`src/rtl/uart_rx_param_if.sv`:
```
// uart_rx_param_if: bundles the receiver's line-side inputs and result outputs.
//   i_CLK_ENABLE     oversample tick, one i_CLK cycle wide
//   i_RX             asynchronous serial line, idles high
//   o_DATA           last received word
//   o_RX_DONE        one-cycle pulse per completed frame
//   o_FRAMING_ERROR  stop-bit error of the last frame
//   o_PARITY_ERROR   parity error of the last frame
//   o_BUSY           receiver is not idle
// master: the side that drives the line and tick (e.g. a testbench or host).
// slave:  the receiver itself.
interface uart_rx_param_if #(
  parameter int unsigned DATA_BITS = 8
);
  logic                 i_CLK_ENABLE;
  logic                 i_RX;
  logic [DATA_BITS-1:0] o_DATA;
  logic                 o_RX_DONE;
  logic                 o_FRAMING_ERROR;
  logic                 o_PARITY_ERROR;
  logic                 o_BUSY;

  modport master (
    output i_CLK_ENABLE, i_RX,
    input  o_DATA, o_RX_DONE, o_FRAMING_ERROR, o_PARITY_ERROR, o_BUSY
  );

  modport slave (
    input  i_CLK_ENABLE, i_RX,
    output o_DATA, o_RX_DONE, o_FRAMING_ERROR, o_PARITY_ERROR, o_BUSY
  );
endinterface

```
`src/rtl/uart_rx_param.sv`:
```
// uart_rx_param: oversampling UART receiver with configurable data bits,
// parity and stop bits.
//   i_CLK    single clock, rising edge
//   i_RESET  synchronous active-high reset, overrides the tick
//   bus      uart_rx_param_if.slave (tick, line in, data/flags/busy out)
// Each bit is OVERSAMPLE ticks long; the value is the majority of three samples
// taken at the end of each bit period, which lands on mid-bit because START
// only waits half a bit before handing over to DATA.
module uart_rx_param #(
  parameter int unsigned DATA_BITS   = 8,
  parameter int unsigned PARITY_MODE = 0,
  parameter int unsigned STOP_BITS   = 1,
  parameter int unsigned OVERSAMPLE  = 16
) (
  input logic           i_CLK,
  input logic           i_RESET,
  uart_rx_param_if.slave bus
);

  localparam int unsigned TickW = $clog2(OVERSAMPLE);

  localparam logic [TickW-1:0] TickHalf = TickW'(OVERSAMPLE / 2 - 1);
  localparam logic [TickW-1:0] TickS1   = TickW'(OVERSAMPLE - 3);
  localparam logic [TickW-1:0] TickS2   = TickW'(OVERSAMPLE - 2);
  localparam logic [TickW-1:0] TickLast = TickW'(OVERSAMPLE - 1);
  localparam logic [3:0]       DataLast = 4'(DATA_BITS - 1);
  localparam logic [3:0]       StopLast = 4'(STOP_BITS - 1);
  localparam logic             HasParity = (PARITY_MODE != 0);
  localparam logic             OddParity = (PARITY_MODE == 2);

  typedef enum logic [2:0] {
    StIdle,
    StStart,
    StData,
    StParity,
    StStop,
    StWaitIdle
  } state_e;

  state_e               state;
  logic                 rx_meta;
  logic                 rx_s;
  logic [TickW-1:0]     tick_cnt;
  logic [3:0]           bit_cnt;
  logic [DATA_BITS-1:0] shift_reg;
  logic                 samp_a;
  logic                 samp_b;
  logic                 par_bit;
  logic                 stop_err;
  logic [DATA_BITS-1:0] data_q;
  logic                 done_q;
  logic                 ferr_q;
  logic                 perr_q;
  logic                 busy_q;

  logic bit_val;
  logic par_err;

  // Third sample is the live rx_s on the final tick of the bit.
  assign bit_val = (samp_a & samp_b) | (samp_a & rx_s) | (samp_b & rx_s);
  assign par_err = HasParity & ((^shift_reg ^ par_bit) != OddParity);

  always_ff @(posedge i_CLK) begin
    if (i_RESET) begin
      state     <= StIdle;
      rx_meta   <= 1'b1;
      rx_s      <= 1'b1;
      tick_cnt  <= '0;
      bit_cnt   <= '0;
      shift_reg <= '0;
      samp_a    <= 1'b0;
      samp_b    <= 1'b0;
      par_bit   <= 1'b0;
      stop_err  <= 1'b0;
      data_q    <= '0;
      done_q    <= 1'b0;
      ferr_q    <= 1'b0;
      perr_q    <= 1'b0;
      busy_q    <= 1'b0;
    end else begin
      rx_meta <= bus.i_RX;
      rx_s    <= rx_meta;
      done_q  <= 1'b0;

      if (bus.i_CLK_ENABLE) begin
        case (state)
          StIdle: begin
            if (!rx_s) begin
              state    <= StStart;
              tick_cnt <= '0;
              busy_q   <= 1'b1;
            end
          end

          StStart: begin
            if (tick_cnt == TickHalf) begin
              tick_cnt <= '0;
              bit_cnt  <= '0;
              if (rx_s) begin
                // Line went back high before mid start bit: treat as a glitch.
                state  <= StIdle;
                busy_q <= 1'b0;
              end else begin
                state <= StData;
              end
            end else begin
              tick_cnt <= tick_cnt + TickW'(1);
            end
          end

          StData, StParity, StStop: begin
            if (tick_cnt == TickS1) samp_a <= rx_s;
            if (tick_cnt == TickS2) samp_b <= rx_s;

            if (tick_cnt != TickLast) begin
              tick_cnt <= tick_cnt + TickW'(1);
            end else begin
              tick_cnt <= '0;
              if (state == StData) begin
                shift_reg <= {bit_val, shift_reg[DATA_BITS-1:1]};
                if (bit_cnt == DataLast) begin
                  bit_cnt  <= '0;
                  stop_err <= 1'b0;
                  state    <= HasParity ? StParity : StStop;
                end else begin
                  bit_cnt <= bit_cnt + 4'd1;
                end
              end else if (state == StParity) begin
                par_bit <= bit_val;
                bit_cnt <= '0;
                state   <= StStop;
              end else if (bit_cnt != StopLast) begin
                stop_err <= stop_err | ~bit_val;
                bit_cnt  <= bit_cnt + 4'd1;
              end else begin
                data_q <= shift_reg;
                ferr_q <= stop_err | ~bit_val;
                perr_q <= par_err;
                done_q <= 1'b1;
                // A low final stop bit means break/framing error: wait for the
                // line to recover so a held-low line cannot retrigger frames.
                if (bit_val) begin
                  state  <= StIdle;
                  busy_q <= 1'b0;
                end else begin
                  state <= StWaitIdle;
                end
              end
            end
          end

          StWaitIdle: begin
            if (rx_s) begin
              state  <= StIdle;
              busy_q <= 1'b0;
            end
          end

          default: begin
            state  <= StIdle;
            busy_q <= 1'b0;
          end
        endcase
      end
    end
  end

  assign bus.o_DATA          = data_q;
  assign bus.o_RX_DONE       = done_q;
  assign bus.o_FRAMING_ERROR = ferr_q;
  assign bus.o_PARITY_ERROR  = perr_q;
  assign bus.o_BUSY          = busy_q;

endmodule

```
`src/flat_wrapper.sv`:
```
// flat-port wrapper written by rule: the top's interface ports become plain ports
module uart_rx_param_flat 
#(
  parameter int unsigned DATA_BITS   = 8,
  parameter int unsigned PARITY_MODE = 0,
  parameter int unsigned STOP_BITS   = 1,
  parameter int unsigned OVERSAMPLE  = 16
)
  (i_CLK, i_RESET, bus_i_CLK_ENABLE, bus_i_RX, bus_o_DATA, bus_o_RX_DONE, bus_o_FRAMING_ERROR, bus_o_PARITY_ERROR, bus_o_BUSY);
  uart_rx_param_if #(.DATA_BITS(DATA_BITS)) bus_i ();
  input logic i_CLK;
  input logic i_RESET;
  input wire logic [$bits(bus_i.i_CLK_ENABLE)-1:0] bus_i_CLK_ENABLE;
  input wire logic [$bits(bus_i.i_RX)-1:0] bus_i_RX;
  output wire logic [$bits(bus_i.o_DATA)-1:0] bus_o_DATA;
  output wire logic [$bits(bus_i.o_RX_DONE)-1:0] bus_o_RX_DONE;
  output wire logic [$bits(bus_i.o_FRAMING_ERROR)-1:0] bus_o_FRAMING_ERROR;
  output wire logic [$bits(bus_i.o_PARITY_ERROR)-1:0] bus_o_PARITY_ERROR;
  output wire logic [$bits(bus_i.o_BUSY)-1:0] bus_o_BUSY;
  assign bus_i.i_CLK_ENABLE = bus_i_CLK_ENABLE;
  assign bus_i.i_RX = bus_i_RX;
  assign bus_o_DATA = bus_i.o_DATA;
  assign bus_o_RX_DONE = bus_i.o_RX_DONE;
  assign bus_o_FRAMING_ERROR = bus_i.o_FRAMING_ERROR;
  assign bus_o_PARITY_ERROR = bus_i.o_PARITY_ERROR;
  assign bus_o_BUSY = bus_i.o_BUSY;
  uart_rx_param #(.DATA_BITS(DATA_BITS), .PARITY_MODE(PARITY_MODE), .STOP_BITS(STOP_BITS), .OVERSAMPLE(OVERSAMPLE)) u_core (.i_CLK(i_CLK), .i_RESET(i_RESET), .bus(bus_i));
endmodule
```
`config.mk`:
```
export PLATFORM = sky130hd
export DESIGN_NAME = uart_rx_param_flat
export DESIGN_NICKNAME = d
export VERILOG_FILES = /design/src/rtl/uart_rx_param_if.sv /design/src/rtl/uart_rx_param.sv /design/src/flat_wrapper.sv
export SDC_FILE = /design/constraint.sdc
export NUM_CORES = 1
export LEC_CHECK = 0
export BUFFER_PORTS_ARGS = -buffer_cell sky130_fd_sc_hd__buf_4
export CAP_MARGIN = 5
export CORE_ASPECT_RATIO = 0.75
export CORE_UTILIZATION = 52
export CTS_BUF_LIST = sky130_fd_sc_hd__clkbuf_8
export DETAILED_ROUTE_END_ITERATION = 10
export GPL_TIMING_DRIVEN = 0
export PLACE_DENSITY = 0.72
export SLEW_MARGIN = 0
export SYNTH_ARGS = -nofsm -noshare
export SYNTH_HDL_FRONTEND = slang
export SYNTH_SLANG_ARGS = --single-unit
```
`constraint.sdc`:
```
create_clock -name i_CLK -period 3.75 [get_ports i_CLK]
set_input_delay 0.75 -clock i_CLK [delete_from_list [all_inputs] [get_ports i_CLK]]
set_output_delay 0.75 -clock i_CLK [all_outputs]
set_load 0.1 [all_outputs]
```
==> results_dict.tcl <==
set metrics [dict create \
    cp-start-kind "flop" \
    wl_per_cell_um 14.6 \
    htreeDepth 2 \
    relSlewSlack_pct 35.3 \
    fmax_mhz 403 \
    crit_top_cell "buf_2" \
    status "complete, no violations" \
    drt-met1-wl_um 1800 \
    worst_ep_arrival_time_ns 2.69 \
    reg2regPathDepth 8 \
    ir_worst_vdd_uv 292 \
    reg2reg_slack_ns 1.27 \
    switching_power_uw 177 \
    first_pass_iters 4 \
    yosys_most_used_dff "dfxtp_1" \
    first_global_vias 1364 \
    p_leak_uw 0.000675 \
    cp_max_fo 8 \
    ys_ff_latch 35 \
    die_w_um 67.6 \
    tritoncts "built" \
    reg2reg_from "u_core.state[0]$_SDFFE_PP0P_" \
    p_comb_share_pct 6.6 \
    endpoint_kind "flop" \
    drt-initial-drc-count 137 \
    hold-path-endpoint "u_core.rx_s$_SDFF_PP1_" \
    grt_max_degree 12 \
    slowest_stage "or4_1" \
    via_per_inst 5.81 \
    numCtsBuffers 5 \
    start_util_pct 56.0 \
    synth_top_area_cell "dfxtp_1" \
    p_int_uw 605 \
    antenna_found_initial 0 \
    ys_seq_area_share_pct 41.7 \
    clkTransAtPathRegs_ns 0.07 \
    clock_sinks 35 \
    synth.distinct_cells 45 \
    top_layer "met4" \
    hold_viol 0 \
    max_slew.worst_pin.slew_ns 0.963 \
    area_delta_synth_final_pct 16.1 \
    hold_path.class "flop to flop" \
    seq_power_share_pct 48.2 \
    synth.top_cell.area_share_pct 41.7 \
    clock_latency_ns 0.30 \
    dp_hpwl_um 2640 \
    syn_area_um2 1680 \
    grt.total_usage_pct 25.6 \
    synth_edf_count 0 \
    netlist_instances 202 \
    grt_pass1_wl_um 6290 \
    wl_met2_um 1630 \
    yosysWarningCount 0 \
    drcViolationCount 0 \
    finalNetCount 232 \
    min_from "u_core.rx_meta$_SDFF_PP1_" \
    timing.rr.end "u_core.bit_cnt[3]$_SDFFE_PP0P_" \
    wirelength_um 3820 \
    diodes 0 \
    required_ns 3.96 \
    crit_type "flop to flop" \
    critical_path.cell_chain "buf_6 -> or3b_1 -> buf_2 -> o21ai_1 -> or4b_1 -> buf_2 -> or4_1 -> a21oi_1" \
    maxSlewViolCount 0 \
    port_buffers 14 \
    min_period_ns 2.48 \
    syn_nets 211 \
    setup_ws_ns 1.27 \
    finalSetupViolations 0 \
    layout-drive-gt1-share_pct 15.2 \
    postCtsHoldBufs 0 \
    fin_worst_skew_ns 0.00708 \
    syn_avg_cell_area_um2 8.32 \
    setup_tns_ns 0 \
    power.density_nw_per_um2 401 \
    cts_setup_buffers 0 \
    rsz0062_at_grt "no" \
    overflow 0 \
    max_cap_viol_count 0 \
    routed-wl-met3_um 313 \
    place.gp.congestion 0.836 \
    cpPeakStageDelay_ns 0.50 \
    dpl_worst_slack_ns 1.34 \
    cts-root-buf "clkbuf_8" \
    synth_area_leaders "dfxtp_1, nand2_1, a21oi_1" \
    io_pins 16 \
    finalCritPeriodShare_pct 66.1 \
    p_sw_share_pct 22.7 \
    via_count 1521 \
    clockPowerShare_pct 45.2 \
    synth-async-reset-ratio_pct 0 \
    die-area_um2 3470 \
    cts_resized 0 \
    core_area_um2 3000 \
    min_path_cells 1 \
    yosys-top-cells-count "dfxtp_1, nand2_1, a21oi_1" \
    cts_buffer_depth 2 \
    row_count 17 \
    antenna_left 0 \
    die_h_um 51.2 \
    yosysMostFrequentCell "dfxtp_1" \
]
critical path, delay by kind of cell, from the launching register on:
kind	cells	cell delay (ns)
DFF	1	0.31
AOI/OAI and AO/OA	2	0.31
buffers and inverters	3	0.46
and+or+nand+nor	3	1.30
power groups by stage:
| stage | combinational (µW) | sequential, µW | clock, µW |
|---|---|---|---|
| finish | 51.6 | 377 | 354 |
| global route | 55.0 | 377 | 378 |
| CTS | 50.6 | 377 | 360 |
| detailed placement | 50.3 | 386 | 0 |
| global placement | 48.3 | 386 | 0 |
| floorplan | 31.3 | 392 | 0 |
metrics by stage:
stage	hold slack [ns]	power, µW	utilization, %	instances	instance area (µm²)
finish	0.423	783	65.0	262	1950
global route	0.435	810	65.0	262	1950
CTS	0.427	788	65.0	262	1950
detailed placement	0.410	436	61.1	254	1830
global placement	0.395	434	61.1	254	1830
floorplan	0.389	423	-	202	1680
logic make-up after synthesis:
group                    count (synthesis)  share of synthesized area (%)
AND/OR/NAND/NOR                         85                           26.2
AO/OA/AOI/OAI                           47                           17.1
other                                    1                          0.223
XOR/XNOR                                 1                          0.521
adder cells (fa/ha/maj)                  5                           3.72
multiplexers                             9                           5.44
flip-flops                              35                           41.7
buffers and inverters                   19                           5.06
worst max path at each step:
stage / from / end / slack (ns)
2_1_floorplan: u_core.state[0]$_SDFFE_PP0P_ / u_core.bit_cnt[3]$_SDFFE_PP0P_ / 1.49
3_3_place_gp: u_core.state[0]$_SDFFE_PP0P_ / u_core.bit_cnt[3]$_SDFFE_PP0P_ / 1.38
3_5_place_dp: u_core.state[0]$_SDFFE_PP0P_ / u_core.bit_cnt[3]$_SDFFE_PP0P_ / 1.34
4_1_cts: u_core.state[0]$_SDFFE_PP0P_ / u_core.bit_cnt[3]$_SDFFE_PP0P_ / 1.27
5_1_grt: u_core.state[0]$_SDFFE_PP0P_ / u_core.bit_cnt[3]$_SDFFE_PP0P_ / 1.15
6_report: u_core.state[0]$_SDFFE_PP0P_ / u_core.bit_cnt[3]$_SDFFE_PP0P_ / 1.27
cell usage in the layout, fill, tap and decap left out, types with 2 or more instances in the layout:
| master | instances |
|---|---|
| or3_1 | 4 |
| ha_1 | 5 |
| a21oi_1 | 20 |
| nand4_1 | 2 |
| nor3_1 | 4 |
| o2111ai_1 | 2 |
| nor4_1 | 2 |
| nor2_1 | 13 |
| o21bai_1 | 2 |
| o21ai_0 | 8 |
| buf_2 | 2 |
| or3b_2 | 2 |
| a31oi_1 | 4 |
| and3_1 | 2 |
| clkbuf_8 | 6 |
| nand2_1 | 30 |
| inv_1 | 7 |
| nor2b_1 | 4 |
| or2_2 | 2 |
| clkbuf_1 | 8 |
| nand3_1 | 6 |
| or4_1 | 3 |
| mux2i_1 | 8 |
| buf_4 | 15 |
| nor3b_1 | 3 |
| nand2b_1 | 3 |
| a211oi_1 | 2 |
| dfxtp_1 | 35 |
per-layer routing:
metal | global-route usage (%) | up-vias
met5 | 0 | -
met4 | 11.7 | 0
met3 | 11.2 | 13
met2 | 34.2 | 62
met1 | 34.9 | 698
li1 | - | 748
layout make-up:
cell class / instances / area, µm²
fillers: 248 / 1050
multi-input cells: 148 / 895
flip-flops and latches: 35 / 701
repair buffers: 14 / 105
clock buffers: 6 / 82.6
plain buffers: 12 / 58.8
well taps: 38 / 47.5
clock inverters: 2 / 35.0
inverters: 7 / 26.3
Power figures use the tool's default switching activity.
